### config.mk
export PLATFORM = sky130hd
export DESIGN_NAME = alu_cmd_issue
export DESIGN_NICKNAME = d
export VERILOG_FILES = /design/src/rtl/alu_cmd_issue.sv
export SDC_FILE = /design/constraint.sdc
export NUM_CORES = 1
export LEC_CHECK = 0
export CAP_MARGIN = 20
export CORE_ASPECT_RATIO = 1.1
export CORE_MARGIN = 5
export CORE_UTILIZATION = 59
export CTS_CLUSTER_SIZE = 25
export DETAILED_ROUTE_END_ITERATION = 10
export GPL_TIMING_DRIVEN = 0
export PLACE_DENSITY = 0.87
export SYNTH_ARGS = -nofsm -noshare
export SYNTH_HDL_FRONTEND = slang
export SYNTH_SLANG_ARGS = --single-unit
### constraint.sdc
create_clock -name clk -period 5.2 [get_ports clk]
set_input_delay 1.04 -clock clk [delete_from_list [all_inputs] [get_ports clk]]
set_output_delay 1.04 -clock clk [all_outputs]
set_load 0.02 [all_outputs]
### src/rtl/alu_cmd_issue.sv
// Command issue stage for the 3-bit ALU: a small FIFO feeding one registered
// output slot with valid/ready handshakes on both sides and an issue counter.
package alu_cmd_issue_pkg;
  typedef struct packed {
    logic [1:0] op;
    logic [2:0] a;
    logic [2:0] b;
  } cmd_t;
endpackage

module alu_cmd_issue
  import alu_cmd_issue_pkg::*;
#(
  parameter int unsigned DEPTH = 4,
  parameter int unsigned AW    = 2
) (
  input  logic          clk,
  input  logic          rst_n,
  input  logic          flush,
  input  logic          cmd_valid,
  output logic          cmd_ready,
  input  logic [1:0]    cmd_op,
  input  logic [2:0]    cmd_a,
  input  logic [2:0]    cmd_b,
  output logic          alu_valid,
  input  logic          alu_ready,
  output logic [2:0]    alu_a,
  output logic [2:0]    alu_b,
  output logic [1:0]    alu_op,
  output logic [AW:0]   fifo_count,
  output logic [7:0]    issue_count
);

  localparam int unsigned CW = AW + 1;

  cmd_t          r_mem [DEPTH];
  logic [AW-1:0] r_wptr;
  logic [AW-1:0] r_rptr;
  logic [CW-1:0] r_count;
  logic          r_valid;
  cmd_t          r_out;
  logic [7:0]    r_issue;

  logic w_cmd_ready;
  logic w_push;
  logic w_load;
  logic w_fire;
  cmd_t w_cmd;

  // Ready comes from registered occupancy only, never from a same-cycle pop.
  assign w_cmd_ready = rst_n && !flush && (r_count < CW'(DEPTH));
  assign w_push      = cmd_valid && w_cmd_ready;
  assign w_load      = !flush && (!r_valid || alu_ready) && (r_count != '0);
  assign w_fire      = r_valid && alu_ready;
  assign w_cmd       = '{op: cmd_op, a: cmd_a, b: cmd_b};

  always_ff @(posedge clk or negedge rst_n) begin
    if (!rst_n) begin
      for (int i = 0; i < int'(DEPTH); i++) r_mem[i] <= '0;
    end else if (w_push) begin
      r_mem[r_wptr] <= w_cmd;
    end
  end

  // Pointers, occupancy and output slot; flush outranks push and load.
  always_ff @(posedge clk or negedge rst_n) begin
    if (!rst_n) begin
      r_wptr  <= '0;
      r_rptr  <= '0;
      r_count <= '0;
      r_valid <= 1'b0;
      r_out   <= '0;
    end else if (flush) begin
      r_wptr  <= '0;
      r_rptr  <= '0;
      r_count <= '0;
      r_valid <= 1'b0;
    end else begin
      if (w_push) r_wptr <= AW'(r_wptr + 1'b1);
      if (w_load) begin
        r_rptr  <= AW'(r_rptr + 1'b1);
        r_out   <= r_mem[r_rptr];
        r_valid <= 1'b1;
      end else if (w_fire) begin
        r_valid <= 1'b0;
      end
      case ({w_push, w_load})
        2'b10:   r_count <= CW'(r_count + 1'b1);
        2'b01:   r_count <= CW'(r_count - 1'b1);
        default: r_count <= r_count;
      endcase
    end
  end

  // Counts every downstream handshake, flush included; wraps naturally.
  always_ff @(posedge clk or negedge rst_n) begin
    if (!rst_n) begin
      r_issue <= '0;
    end else if (w_fire) begin
      r_issue <= 8'(r_issue + 8'd1);
    end
  end

  assign cmd_ready   = w_cmd_ready;
  assign alu_valid   = r_valid;
  assign alu_a       = r_out.a;
  assign alu_b       = r_out.b;
  assign alu_op      = r_out.op;
  assign fifo_count  = r_count;
  assign issue_count = r_issue;

endmodule

==> impl_metrics.env <==
export IMPL_status="completed"
export IMPL_wirelength_um=4909
export IMPL_dpl_cell_area_um2=2998
export IMPL_place_hpwl_um=3517
export IMPL_antenna_violations_before_repair=0
export IMPL_cap_violations=0
export IMPL_timing_final_crit_share_pct=67.03
export IMPL_global_route_wire_length_before_repair_um=8204
export IMPL_post_route_worst_setup_slack_ps=1714
export IMPL_tritoncts="yes"
export IMPL_async_reset_ff_share_pct=100.0
export IMPL_synth_ff_type="sky130_fd_sc_hd__dfrtp_1"
export IMPL_holdBufCountCts=0
export IMPL_path_max_fanout=10
export IMPL_post_synth_num_cell_types=34
export IMPL_layout_filler_cells=272
export IMPL_cts_root_buf="sky130_fd_sc_hd__clkbuf_8"
export IMPL_overall_via_count_from_detail_route=1512
export IMPL_hold_viol=0
export IMPL_yosys_area_top_type_share_pct=54.21
export IMPL_postCtsSetupBuffers=0
export IMPL_area_of_the_die_um2=5806
export IMPL_dp_slack_ps=1710
export IMPL_postLayoutCoreUtil_pct=72.23
export IMPL_finalMaxSlewViolations=0
export IMPL_initial_utilization_pct=60.32
export IMPL_ioPinCount=34
export IMPL_met3_wirelength_um=187
export IMPL_fp_dieW_um=73.11
export IMPL_fp_dieH_um=79.42
export IMPL_routabilityCongestion=0.8015
export IMPL_hp_class="register to register"
export IMPL_finalNetCount=231
export IMPL_number_of_synthesized_flops_with_an_enable_pin=0
export IMPL_timing_final_setup_violations=0
export IMPL_syn_area_per_cell_um2=15.12
export IMPL_ant_nets=0
export IMPL_power_leakage_nw=1.409
export IMPL_synth_seq_area_share_pct=54.21
export IMPL_gr_usage_all_layers_pct=18.94
export IMPL_synth_nets=190
export IMPL_first_global_vias=1652
export IMPL_maximum_number_of_buffers_from_clock_root_to_sink=2
export IMPL_firstDrtPassIters=5
export IMPL_ys_warnings_count=0
export IMPL_post_cts_resize_count=0
export IMPL_detail_route_wl_per_cell_um=18.39
export IMPL_grt_setup_unrepaired="no"
export IMPL_fp_row_count=25
export IMPL_slew_limit_headroom_pct=57.32
export IMPL_worst_path_required_ps=4160
export IMPL_cts_max_level=2
export IMPL_synth_seq_cells=56
export IMPL_final_cell_area_um2=3095
export IMPL_synth_top_area_cell="sky130_fd_sc_hd__dfrtp_1"
export IMPL_synth_top_cells_by_area="sky130_fd_sc_hd__dfrtp_1, sky130_fd_sc_hd__mux2_2, sky130_fd_sc_hd__mux4_2, sky130_fd_sc_hd__mux2_4, sky130_fd_sc_hd__ha_1"
export IMPL_worst_setup_hold_path_clk_slew_ps=100
export IMPL_clock_skew_ps=4.573
export IMPL_areaGrowthSynthToFinish_pct=19.75
export IMPL_cts_buffers_inserted=5
export IMPL_critical_path_endpoint_category="output pin"
export IMPL_fmax_ghz=0.2869
export IMPL_clkLatencyLatePin_ps=310
export IMPL_netlist_instances=171
export IMPL_global_route_overflow_total=0
export IMPL_setup_tns_final_ps=0
export IMPL_pwr_density_cell_nw_per_um2=508.1
export IMPL_start_kind="input pin"
export IMPL_netlist_area_um2=2585
export IMPL_met2RoutedLength_um=2690
export IMPL_placeableCoreArea_um2=4285
export IMPL_metal_1_wl_um=1967
export IMPL_fin_crit_ps=3486
export IMPL_ir_drop_uv=283.6
export IMPL_diodes=0
export IMPL_clock_sink_count=56
export IMPL_layout_cells_most_common="sky130_fd_sc_hd__dfrtp_1"
export IMPL_via_per_inst=5.663
export IMPL_placement_io_buffers=33
export IMPL_initialDrtViolationCount=117
export IMPL_route_detailed_drc=0
export IMPL_final_cell_mix="sky130_fd_sc_hd__dfrtp_1, sky130_fd_sc_hd__mux2_2, sky130_fd_sc_hd__clkdlybuf4s50_1"
export IMPL_drive_gt1_share_pct=34.74
export IMPL_dr_max_layer_used="met4"
export IMPL_grt_max_degree=46
export IMPL_timing_critical_path_arrival_ps=2450
export IMPL_timing_worst_slew_pin_value_ps=640.2
export IMPL_crit_type="input pin to output pin"
==> registers in the layout, summed over array words and instances (netlist names), 2 cells and up <==
signal / count
r_mem: 32
issue_count: 8
alu_a: 3
alu_b: 3
fifo_count: 3
alu_op: 2
r_rptr: 2
r_wptr: 2
==> power by group <==
part	switching, W	internal [W]
Sequential	0.000102	0.000581
Clock	0.000137	0.000108
Combinational	0.000274	0.000371
Total	0.000513	0.00106
==> critical path: stages <==
cell and delay (ps):
sky130_fd_sc_hd__clkdlybuf4s50_1 430, sky130_fd_sc_hd__buf_6 150, sky130_fd_sc_hd__nor3b_1 180, sky130_fd_sc_hd__clkdlybuf4s50_1 640
==> cells in the mapped netlist (2+ instances only) <==
| library cell | number |
|---|---|
| sky130_fd_sc_hd__dfrtp_1 | 56 |
| sky130_fd_sc_hd__mux2_2 | 35 |
| sky130_fd_sc_hd__nor2_1 | 9 |
| sky130_fd_sc_hd__mux2_4 | 8 |
| sky130_fd_sc_hd__mux4_2 | 8 |
| sky130_fd_sc_hd__xnor2_1 | 7 |
| sky130_fd_sc_hd__ha_1 | 5 |
| sky130_fd_sc_hd__inv_1 | 4 |
| sky130_fd_sc_hd__xor2_1 | 4 |
| sky130_fd_sc_hd__nand2_1 | 3 |
| sky130_fd_sc_hd__nand2_2 | 3 |
| sky130_fd_sc_hd__nand3_1 | 3 |
| sky130_fd_sc_hd__buf_4 | 2 |
| sky130_fd_sc_hd__nor3_1 | 2 |
| sky130_fd_sc_hd__nor3_2 | 2 |
| sky130_fd_sc_hd__nor3b_1 | 2 |
==> cells by family after synthesis <==
kind of cell	share of synthesized area, %
AND/OR/NAND/NOR	7.261
multiplexers	26.86
AO/OA/AOI/OAI	1.404
flip-flops	54.21
adder cells (fa/ha/maj)	3.195
buffers and inverters	2.710
XOR/XNOR	4.356
==> through the flow <==
stage / std cells / power, W / hold WS [ps]
final: 267 / 0.001573 / 486.3
after global routing: 267 / 0.001664 / 510.1
after CTS: 267 / 0.001591 / 494.7
after detailed placement: 259 / 0.001343 / 477.2
after global placement: 258 / 0.001292 / 460.9
after floorplan: 171 / 0.001104 / 473.9
==> path summary, 6_finish.rpt <==
check | start | to | slack, ps | cells after the start
max | flush | cmd_ready | 1710 | 4
min | issue_count[7] | issue_count[7] | 490 | 1
max reg2reg | fifo_count[2] | fifo_count[2] | 3060 | 8
min reg2reg | issue_count[7] | issue_count[7] | 490 | 1
max in group asynchronous | rst_n | r_mem[25] | 4030 | 2
min in group asynchronous | rst_n | fifo_count[1] | 630 | 1
==> layout make-up <==
cell class                 count  area (um2)  area share [%]
tap                           54       67.56           2.183
sequential                    56        1401           45.27
clock inverter                 2       15.01          0.4850
timing repair buffer          34       345.3           11.16
inverter                       4       15.01          0.4850
clock buffer                   6       82.58           2.668
buffer                         6       55.05           1.778
multi-input combinational    105        1114           35.97
==> metal layers <==
| layer | vias to the layer above | global-route usage (%) |
|---|---|---|
| li1 | 684 | - |
| met1 | 789 | 23.57 |
| met2 | 33 | 33.01 |
| met3 | 6 | 3.778 |
| met4 | 0 | 5.535 |
| met5 | - | 0 |
(Power assumes the default switching activity.)
